--- src/rtl/key_judge_if.sv ---
// -----------------------------------------------------------------------------
// key_judge_if
//
// Purpose : groups the game-side signals of key_judge into one bundle.
//
// Signals :
//   start               game start request (level)
//   key_in              raw push buttons, active-low, asynchronous
//   tile_lane           one-hot expected lane for the upcoming beat, 0 = rest
//   game_clock          beat clock, held 0 outside a running game
//   correct_key_pressed hit result of the current beat
//   miss                one-cycle pulse per missed beat
//   lives_left          remaining misses before game over
//   running             a game is in progress
//   game_over           game has ended
//
// Modports:
//   master  drives start/key_in/tile_lane, observes the results
//   slave   the judge itself
// -----------------------------------------------------------------------------
interface key_judge_if #(
    parameter int LANES = 4
);
    logic             start;
    logic [LANES-1:0] key_in;
    logic [LANES-1:0] tile_lane;
    logic             game_clock;
    logic             correct_key_pressed;
    logic             miss;
    logic [1:0]       lives_left;
    logic             running;
    logic             game_over;

    modport master (
        output start, key_in, tile_lane,
        input  game_clock, correct_key_pressed, miss, lives_left, running, game_over
    );

    modport slave (
        input  start, key_in, tile_lane,
        output game_clock, correct_key_pressed, miss, lives_left, running, game_over
    );
endinterface

--- src/rtl/key_judge.sv ---
// -----------------------------------------------------------------------------
// key_judge
//
// Purpose : divides CLOCK_50 into the beat clock (game_clock) and judges the
//           player's key presses against the expected tile lane of each beat.
//           correct_key_pressed is held stable around the falling edge of
//           game_clock, where the downstream score counter samples it. Misses
//           are counted; when the lives run out the game ends and the beat
//           clock freezes low.
//
// Ports   :
//   CLOCK_50  in   sole clock, rising edge
//   reset     in   synchronous, active-low
//   bus       key_judge_if.slave (start, key_in, tile_lane in;
//             game_clock, correct_key_pressed, miss, lives_left, running,
//             game_over out)
//
// Parameters:
//   LANES            number of key lanes
//   BEAT_DIV         CLOCK_50 cycles per beat (even, >= 8)
//   MISS_LIMIT       misses allowed per game (1..3)
//   DEBOUNCE_CYCLES  stable cycles required per key (debounce build only)
//
// Build option:
//   KEY_DEBOUNCE_EN  when defined, each synchronised key must hold a new value
//                    for DEBOUNCE_CYCLES cycles before it is accepted.
//
// Beat timing (HALF = BEAT_DIV/2):
//   phase 0         expected lane latched, judgement state cleared
//   0 .. HALF-2     judgement window
//   HALF-1          decision cycle: result and miss pulse become visible
//   HALF            game_clock falls, score counter samples the result
// -----------------------------------------------------------------------------
module key_judge #(
    parameter int LANES           = 4,
    parameter int BEAT_DIV        = 25_000_000,
    parameter int MISS_LIMIT      = 3,
    parameter int DEBOUNCE_CYCLES = 500_000
) (
    input  logic        CLOCK_50,
    input  logic        reset,
    key_judge_if.slave  bus
);

    localparam int HALF = BEAT_DIV / 2;
    localparam int PH_W = $clog2(BEAT_DIV);

    localparam logic [PH_W-1:0] PH_ZERO    = PH_W'(0);
    localparam logic [PH_W-1:0] PH_LAST    = PH_W'(BEAT_DIV - 1);
    localparam logic [PH_W-1:0] PH_WIN_END = PH_W'(HALF - 2);
    localparam logic [PH_W-1:0] PH_DECIDE  = PH_W'(HALF - 1);
    localparam logic [PH_W-1:0] PH_HALF    = PH_W'(HALF);
    localparam logic [1:0]      LIVES_INIT = 2'(MISS_LIMIT);

    localparam bit CFG_OK = (BEAT_DIV % 2 == 0) && (BEAT_DIV >= 8) &&
                            (MISS_LIMIT >= 1) && (MISS_LIMIT <= 3) &&
                            (DEBOUNCE_CYCLES >= 1) && (LANES >= 1);

    if (!CFG_OK) begin : g_bad_cfg
        $error("key_judge: illegal parameter combination");
    end

    typedef enum logic [1:0] {
        ST_IDLE,
        ST_RUN,
        ST_OVER
    } state_t;

    // Lives never wrap below zero.
    function automatic logic [1:0] sat_dec(input logic [1:0] v);
        return (v == 2'd0) ? 2'd0 : v - 2'd1;
    endfunction

    // -------------------------------------------------------------------------
    // Key stage p0/p1: invert to active-high and synchronise.
    // -------------------------------------------------------------------------
    logic [LANES-1:0] key_s_p0;
    logic [LANES-1:0] key_s_p1;
    logic [LANES-1:0] key_cond;

    always_ff @(posedge CLOCK_50) begin
        if (!reset) begin
            key_s_p0 <= '0;
            key_s_p1 <= '0;
        end else begin
            key_s_p0 <= ~bus.key_in;
            key_s_p1 <= key_s_p0;
        end
    end

`ifdef KEY_DEBOUNCE_EN
    // -------------------------------------------------------------------------
    // Debounce: a lane's conditioned bit follows the synchroniser only after
    // the new value has been seen for DEBOUNCE_CYCLES consecutive cycles.
    // Any return to the old value restarts the count.
    // -------------------------------------------------------------------------
    localparam int DB_W = $clog2(DEBOUNCE_CYCLES + 1);

    logic [DB_W-1:0] db_cnt [LANES];

    always_ff @(posedge CLOCK_50) begin
        if (!reset) begin
            key_cond <= '0;
            for (int i = 0; i < LANES; i++) begin
                db_cnt[i] <= '0;
            end
        end else begin
            for (int i = 0; i < LANES; i++) begin
                if (key_s_p1[i] == key_cond[i]) begin
                    db_cnt[i] <= '0;
                end else if (db_cnt[i] == DB_W'(DEBOUNCE_CYCLES - 1)) begin
                    key_cond[i] <= key_s_p1[i];
                    db_cnt[i]   <= '0;
                end else begin
                    db_cnt[i] <= db_cnt[i] + DB_W'(1);
                end
            end
        end
    end
`else
    assign key_cond = key_s_p1;
`endif

    // -------------------------------------------------------------------------
    // Key stage p2: registered rising-edge detect gives one press event per
    // lane. A key already held when a window opens has no edge left to report.
    // -------------------------------------------------------------------------
    logic [LANES-1:0] key_cond_d_p2;
    logic [LANES-1:0] key_evt_p2;

    always_ff @(posedge CLOCK_50) begin
        if (!reset) begin
            key_cond_d_p2 <= '0;
            key_evt_p2    <= '0;
        end else begin
            key_cond_d_p2 <= key_cond;
            key_evt_p2    <= key_cond & ~key_cond_d_p2;
        end
    end

    // -------------------------------------------------------------------------
    // Judgement and beat control
    // -------------------------------------------------------------------------
    state_t           state;
    logic [PH_W-1:0]  phase;
    logic [LANES-1:0] expected;
    logic             decided;
    logic             hit;
    logic             game_clock_q;
    logic             ckp_q;
    logic             miss_q;
    logic [1:0]       lives_q;
    logic             running_q;
    logic             over_q;

    logic [PH_W-1:0]  phase_nxt;
    logic             decided_n;
    logic             hit_n;
    logic             miss_now;

    // The first non-empty event set inside the window settles the beat; the
    // decision on the last window cycle must see that cycle's events, so the
    // updated flags are formed combinationally here.
    always_comb begin
        phase_nxt = (phase == PH_LAST) ? PH_ZERO : phase + PH_W'(1);
        decided_n = decided;
        hit_n     = hit;
        if (state == ST_RUN && phase <= PH_WIN_END && !decided && |key_evt_p2) begin
            decided_n = 1'b1;
            hit_n     = (key_evt_p2 == expected) && |expected;
        end
        miss_now = (decided_n && !hit_n) || (!decided_n && |expected);
    end

    always_ff @(posedge CLOCK_50) begin
        if (!reset) begin
            state        <= ST_IDLE;
            phase        <= PH_ZERO;
            expected     <= '0;
            decided      <= 1'b0;
            hit          <= 1'b0;
            game_clock_q <= 1'b0;
            ckp_q        <= 1'b0;
            miss_q       <= 1'b0;
            lives_q      <= LIVES_INIT;
            running_q    <= 1'b0;
            over_q       <= 1'b0;
        end else begin
            miss_q <= 1'b0;
            case (state)
                ST_IDLE, ST_OVER: begin
                    if (bus.start) begin
                        // The start edge is also the edge that sets phase 0.
                        state        <= ST_RUN;
                        running_q    <= 1'b1;
                        over_q       <= 1'b0;
                        phase        <= PH_ZERO;
                        game_clock_q <= 1'b1;
                        lives_q      <= LIVES_INIT;
                        expected     <= bus.tile_lane;
                        decided      <= 1'b0;
                        hit          <= 1'b0;
                        ckp_q        <= 1'b0;
                    end
                end

                ST_RUN: begin
                    phase        <= phase_nxt;
                    decided      <= decided_n;
                    hit          <= hit_n;
                    game_clock_q <= (phase_nxt < PH_HALF);

                    if (phase_nxt == PH_DECIDE) begin
                        ckp_q <= hit_n;
                        if (miss_now) begin
                            miss_q  <= 1'b1;
                            lives_q <= sat_dec(lives_q);
                        end
                    end

                    // Leaving the decision cycle with no lives: this beat's
                    // falling edge is the last one the score counter sees.
                    if (phase == PH_DECIDE && lives_q == 2'd0) begin
                        state        <= ST_OVER;
                        running_q    <= 1'b0;
                        over_q       <= 1'b1;
                        game_clock_q <= 1'b0;
                        ckp_q        <= 1'b0;
                    end

                    if (phase_nxt == PH_ZERO) begin
                        expected <= bus.tile_lane;
                        decided  <= 1'b0;
                        hit      <= 1'b0;
                        ckp_q    <= 1'b0;
                    end
                end

                default: begin
                    state     <= ST_IDLE;
                    running_q <= 1'b0;
                    over_q    <= 1'b0;
                end
            endcase
        end
    end

    assign bus.game_clock          = game_clock_q;
    assign bus.correct_key_pressed = ckp_q;
    assign bus.miss                = miss_q;
    assign bus.lives_left          = lives_q;
    assign bus.running             = running_q;
    assign bus.game_over           = over_q;

endmodule

--- src/flat_wrapper.sv ---
// flat-port wrapper written by rule: the top's interface ports become plain ports
module key_judge_flat 
#(
    parameter int LANES           = 4,
    parameter int BEAT_DIV        = 25_000_000,
    parameter int MISS_LIMIT      = 3,
    parameter int DEBOUNCE_CYCLES = 500_000
)
  (CLOCK_50, reset, bus_start, bus_key_in, bus_tile_lane, bus_game_clock, bus_correct_key_pressed, bus_miss, bus_lives_left, bus_running, bus_game_over);
  key_judge_if #(.LANES(LANES)) bus_i ();
  input  logic CLOCK_50;
  input  logic reset;
  input wire logic [$bits(bus_i.start)-1:0] bus_start;
  input wire logic [$bits(bus_i.key_in)-1:0] bus_key_in;
  input wire logic [$bits(bus_i.tile_lane)-1:0] bus_tile_lane;
  output wire logic [$bits(bus_i.game_clock)-1:0] bus_game_clock;
  output wire logic [$bits(bus_i.correct_key_pressed)-1:0] bus_correct_key_pressed;
  output wire logic [$bits(bus_i.miss)-1:0] bus_miss;
  output wire logic [$bits(bus_i.lives_left)-1:0] bus_lives_left;
  output wire logic [$bits(bus_i.running)-1:0] bus_running;
  output wire logic [$bits(bus_i.game_over)-1:0] bus_game_over;
  assign bus_i.start = bus_start;
  assign bus_i.key_in = bus_key_in;
  assign bus_i.tile_lane = bus_tile_lane;
  assign bus_game_clock = bus_i.game_clock;
  assign bus_correct_key_pressed = bus_i.correct_key_pressed;
  assign bus_miss = bus_i.miss;
  assign bus_lives_left = bus_i.lives_left;
  assign bus_running = bus_i.running;
  assign bus_game_over = bus_i.game_over;
  key_judge #(.LANES(LANES), .BEAT_DIV(BEAT_DIV), .MISS_LIMIT(MISS_LIMIT), .DEBOUNCE_CYCLES(DEBOUNCE_CYCLES)) u_core (.CLOCK_50(CLOCK_50), .reset(reset), .bus(bus_i));
endmodule
--- config.mk ---
export PLATFORM = sky130hd
export DESIGN_NAME = key_judge_flat
export DESIGN_NICKNAME = d
export VERILOG_FILES = /design/src/rtl/key_judge_if.sv /design/src/rtl/key_judge.sv /design/src/flat_wrapper.sv
export SDC_FILE = /design/constraint.sdc
export NUM_CORES = 1
export LEC_CHECK = 0
export ABC_AREA = 1
export CAP_MARGIN = 20
export CORE_ASPECT_RATIO = 1.4
export CORE_MARGIN = 2
export CORE_UTILIZATION = 35
export CTS_CLUSTER_DIAMETER = 150
export DETAILED_ROUTE_END_ITERATION = 10
export MAX_ROUTING_LAYER = met4
export PLACE_DENSITY = 0.54
export SLEW_MARGIN = 20
export SYNTH_ARGS = -nofsm -noshare
export SYNTH_HDL_FRONTEND = slang
export SYNTH_SLANG_ARGS = --single-unit
--- constraint.sdc ---
create_clock -name CLOCK_50 -period 3 [get_ports CLOCK_50]
set_clock_uncertainty 0.1 [all_clocks]
set_input_delay 0.6 -clock CLOCK_50 [delete_from_list [all_inputs] [get_ports CLOCK_50]]
set_output_delay 0.6 -clock CLOCK_50 [all_outputs]
set_load 0.01 [all_outputs]
== Yosys cells after proc, flatten, opt, wreduce, memory -nomap -nowiden ==
Index checks and enable logic that the tools add are counted.

* Bits in registers: 56
* Latch bits: 0
* RAM bits: 0
* Bits in read-only memories: 0
* Bits of input ports: 11
* Output and inout bits: 7
* Logic and storage cells: 91
* Memories: 0

* Add/subtract/negate cells: 2
* Multiply operators: 0
* Div/mod/pow operators: 0
* Magnitude comparators: 2
* Equal/unequal tests: 12
* Shift-type cells: 0
* Muxes and demuxes: 33
* Bitwise logic cells: 3
* Reductions and logical operators: 24

{| class="wikitable"
|+ Operator list
! cell !! number
|-
| == test 25 x 24 -> 1 bit, second input constant || 2
|-
| two-way mux 25 bit || 2
|-
| one-hot mux 25 bit (2 select lines) || 1
|-
| adder 25 x 1 -> 25 bit, second input constant || 1
|-
| == test 25 bit, second input constant || 1
|-
| <= comparator 25 x 24 -> 1 bit, second input constant || 1
|-
| zero test 25 bit || 1
|-
| less-than comparator 25 x 24 -> 1 bit, second input constant || 1
|-
| two-way mux 1 bit || 13
|-
| two-way mux 2 bit || 6
|-
| one-hot mux 1 bit (2 select lines) || 6
|-
| AND reduction 3 bit || 3
|-
| two-way mux 4 bit || 2
|-
| != test 2 bit, second input constant || 4
|-
| inverter 4 bit || 2
|-
| one-hot mux 2 bit (2 select lines) || 2
|-
| one-hot mux 4 bit (2 select lines) || 1
|-
| OR reduction 4 bit || 2
|-
| logical AND 1 bit || 7
|-
| bitwise AND 4 bit || 1
|-
| == test 4 bit || 1
|-
| zero test 2 bit || 2
|-
| != test 4 bit, second input constant || 1
|-
| AND reduction 2 bit || 2
|-
| other kinds (9) || 11
|}

== Logic depth before layout (Yosys ltp) ==
* Word-level depth: 11
* Depth in mapped cells: 17
* Gate-level depth less buffers: 17

== Worst setup path before layout ==
OpenSTA, ideal clock, no wires.

* Kind: flip-flop to flip-flop
* Start point: reg u_core.phase[1]
* End point: reg u_core.ckp_q (netlist: u_core.bus.correct_key_pressed)
* Library setup time: 0.115 ns
* Arrival time: 1.968 ns
* Required time: 2.785 ns
* Setup slack: 0.817 ns
* Cell stages (with the launch flop): 17
* Buffers on the path: 0
* Clock period less this slack: 2.183 ns
* Cells stage by stage: dfxtp_1 > ha_1 > nand3_4 > clkinv_2 > nand3_2 > nor2_2 > nand2_4 > nand3_1 > nand2_1 > nor2_1 > nand2_1 > nor2_4 > nand2_1 > nand3_1 > nand3_1 > nand2_1 > nor2_1

* Word-level cells in the longest chain between the ends: 9
* Elaborated cells between the ends (all ways): 18
* Those cells by class: add/sub (1); order compare (1); eq/ne (4); mux (6); reduce/logical (6)

{| class="wikitable"
|+ RTL lines
! element !! RTL line !! text
|-
| from (decl) || key_judge.sv:145 || <nowiki>logic [PH_W-1:0] phase;</nowiki>
|-
| from (signal assigned) || key_judge.sv:208 || <nowiki>phase <= phase_nxt;</nowiki>
|-
| branches (longest 9 deep; another with adder 25 x 1 -> 25 bit) || n/a ||
|-
| to (signal assigned) || key_judge.sv:214 || <nowiki>ckp_q <= hit_n;</nowiki>
|-
| to (decl) || key_judge.sv:150 || <nowiki>logic ckp_q;</nowiki>
|}

Parallel ways; which one is timed is not known. The select of a mux whose other input is x is not followed.
A chain may end at the register's enable or synchronous reset.

== Worst setup path after layout ==
* Start point: reg u_core.phase[0]
* End point: reg u_core.ckp_q (netlist: u_core.bus.correct_key_pressed)

Same word-level chain as after synthesis.

==> run_results.csv <==
group,metric,value,unit
final_layout,final_area,4013,µm²
yosys,synth.avg_cell_area,6.296,µm²
critical_path,cpPeakStageDelay,0.42,ns
critical_path,crit_type,"reg2reg",
cts,h-tree-depth,2,
global_routing,grt_max_degree,23,
power,internal_power,1.133,mW
yosys,yosysSeqAreaShare,0.3123,
power,p_leak,1.677,nW
yosys,synth_cell_types,40,
cts,postCtsResizedCells,0,
cts,insertion_delay,0.30,ns
flow_run,cap_violations,0,
cts,clockBufferDepth,2,
route,drtIter0Drc,212,
route,drt-total-wl,11.58,mm
placed_design,io_buffers,17,
power,swShare,0.2600,
critical_path,path_cells,"ha_1 -> nand3_4 -> clkinv_2 -> nand3_2 -> nor2_2 -> nand2_4 -> nand3_1 -> inv_1 -> nor2_4 -> nand2_1 -> nand3_1 -> nand3_1 -> nand2_1 -> nor2_1",
die,dieArea,10900,µm²
cts,clock_sinks,55,
critical_path,critPathMaxFanout,10,
global_routing,antenna_found_initial,0,
sta,fmaxAchievable,379.7,MHz
route,dr.pass1.iters,4,
yosys,synth_area,3526,µm²
route,ant_nets,0,
cts,cts-root-buf,"clkbuf_16",
placed_design,gp_congestion,0.9723,
critical_path,r2r_cells,14,
placed_design,dpl_cell_area,3865,µm²
final_layout,multi_input_area,2116,µm²
final_layout,drive_gt1_frac,0.09278,
global_routing,grt_usage,0.2360,
power,p_comb_frac,0.100,
critical_path,reg2reg_slack,0.37,ns
power,irDropWorstVdd,267.9,µV
yosys,yosys_warnings,0,
cts,tritoncts,"done",
route,wire_per_inst,16.14,µm
sta,finalSetupViolations,0,
sta,fin_crit_sh,0.8779,
route,via_per_inst,5.142,
cts,cts_inserted_buffers,5,
sta,drv_slew,0,
critical_path,startpoint_type,"register",
critical_path,cp-startpoint,"u_core.phase[0]",
yosys,synth-seq-cells,55,
sta,rsz0062_at_grt,"no",
hold_path,holdPathStages,1,
route,drcViolationCount,0,
sta,hold_viol_final,0,
power,clockPowerShare,0.398,
placed_design,hpwl,9.228,mm
die,initial_core_util,0.3581,
final_layout,final_common_cell,"nand2_1",
power,power.density,381.5,nW/µm²
critical_path,crit_top_cell,"nand3_1",
die,die_h,122.8,µm
critical_path,worst-endpoint-required,3.10,ns
final_layout,finalNetCount,594,
die,num_rows,43,
critical_path,r2r_end,"u_core.bus.correct_key_pressed",
die,io_pins,18,
critical_path,end_kind,"register",
cts,hold_buffers,0,
cts,path_clk_slew,0.08,ns
critical_path,cp.arrival,2.73,ns
route,vias,3687,
final_layout,regArea,1101,µm²
power,total_power,1.531,mW
global_routing,overflow,0,
critical_path,cp_slowest_cell,"dfxtp_1",
power,p_seq_frac,0.501,
cts,cts_setup_buffers,0,
critical_path,cp-endpoint,"u_core.bus.correct_key_pressed",
hold_path,min_path_type,"reg2reg",
sta,relSlewSlack,0.6932,
sta,fin_tns_setup,0,ns
outcome,outcome,"complete, no violations",
die,die_w,88.83,µm
final_layout,fillCellCount,1079,
global_routing,grt_pass1_wl,18.64,mm
final_layout,flow.area_growth_from_synthesis,13.80,%
sta,finalCriticalPeriod,2.634,ns
yosys,syn-num-nets,573,
sta,worst_slew_pin_slew,0.4567,ns
yosys,synthCells,560,
die,core,9846,µm²
power,power.switching,398.0,µW
final_layout,n_antenna_cell,0,
sta,hold_ws,0.2843,ns
critical_path,r2r-start,"u_core.phase[0]",
final_layout,mostFrequentLayoutCells,"nand2_1 (155), nor2_1 (104), inv_1 (60), dfxtp_1 (55), nand3_1 (51)",
global_routing,grt_pass1_vias,3572,
==> state kept, by name, indices dropped and copies added (netlist names) <==
signal                          cells
u_core.bus.correct_key_pressed      1
u_core.key_evt_p2                   4
u_core.bus.miss                     1
u_core.bus.game_clock               1
u_core.state                        2
u_core.key_s_p0                     4
u_core.hit                          1
u_core.bus.running                  1
u_core.phase                       25
u_core.bus.lives_left               2
u_core.expected                     4
u_core.key_cond_d_p2                4
u_core.decided                      1
u_core.key_cond                     4
==> critical path: cells and delay by family (launching register included) <==
| kind | cells | cell delay [ns] |
|---|---|---|
| adders and majority gates | 1 | 0.31 |
| buffers and inverters | 2 | 0.30 |
| DFF | 1 | 0.42 |
| and+or+nand+nor | 11 | 1.39 |
==> worst min path at each step <==
stage / startpoint / to / slack (ns)
after floorplan: u_core.key_cond_d_p2[0] / u_core.key_evt_p2[0] / 0.27
after global placement: u_core.key_cond_d_p2[0] / u_core.key_evt_p2[0] / 0.27
after detailed placement: u_core.key_cond_d_p2[0] / u_core.key_evt_p2[0] / 0.28
after CTS: u_core.key_cond_d_p2[0] / u_core.key_evt_p2[0] / 0.29
after global routing: u_core.key_cond_d_p2[0] / u_core.key_evt_p2[0] / 0.30
final: u_core.key_cond_d_p2[0] / u_core.key_evt_p2[0] / 0.28
==> logic make-up after synthesis <==
family          share of synthesized area
simple gates                       0.4890
flops                              0.3123
fa+ha+maj                        0.007096
buf+inv                           0.08765
xor+xnor                          0.02520
compound gates                    0.07879
==> area by class of cell <==
class	count	share of cell area
multi-input combinational	429	0.5273
inverter	64	0.06018
sequential	55	0.2744
timing repair buffer	26	0.05925
clock buffer	5	0.03118
clock inverter	3	0.005613
tap	135	0.04210
==> power by group through the flow <==
stage	clock network, mW	registers [mW]	logic [mW]
detailed placement	0	0.785	0.155
CTS	0.632	0.768	0.155
floorplan	0	0.784	0.0951
global placement	0	0.784	0.154
global route	0.653	0.771	0.175
finish	0.610	0.768	0.153
==> layer usage <==
metal | wire length (µm) | up-vias | track usage | share of wire
met5 | 0 | - | - | 0
met4 | 754 | 0 | 0.1572 | 0.065
met1 | 4468 | 1665 | 0.2556 | 0.39
li1 | - | 1855 | - | -
met3 | 419 | 42 | 0.02488 | 0.036
met2 | 5933 | 125 | 0.3993 | 0.51
==> per-stage QoR <==
| stage | cells | worst slack, ns | utilization |
|---|---|---|---|
| 2_1_floorplan | 560 | 0.8170 | - |
| 3_3_place_gp | 709 | 0.3692 | 0.3926 |
| 3_5_place_dp | 709 | 0.3288 | 0.3926 |
| 4_1_cts | 717 | 0.3323 | 0.4075 |
| 5_1_grt | 717 | 0.1248 | 0.4075 |
| 6_report | 717 | 0.3663 | 0.4075 |
==> cells in the mapped netlist (all sizes together) <==
master | n | area, µm²
a21oi | 10 | 50.05
a221oi | 1 | 8.760
a31oi | 1 | 6.260
buf | 7 | 48.79
clkbuf | 5 | 18.77
clkinv | 1 | 5.000
dfxtp | 55 | 1101
ha | 2 | 25.02
inv | 63 | 236.5
nand2 | 161 | 629.3
nand3 | 62 | 380.4
nand3b | 1 | 7.510
nand4 | 16 | 100.1
nor2 | 117 | 515.5
nor3 | 8 | 45.04
nor4 | 4 | 25.02
nor4b | 1 | 8.760
o211ai | 1 | 7.510
o21a | 1 | 7.510
o21ai | 10 | 50.05
o22ai | 21 | 131.4
o31ai | 1 | 7.510
o32ai | 1 | 8.760
or2 | 2 | 12.52
xnor2 | 2 | 17.52
xor2 | 6 | 71.32
Power figures use the tool's default switching activity.
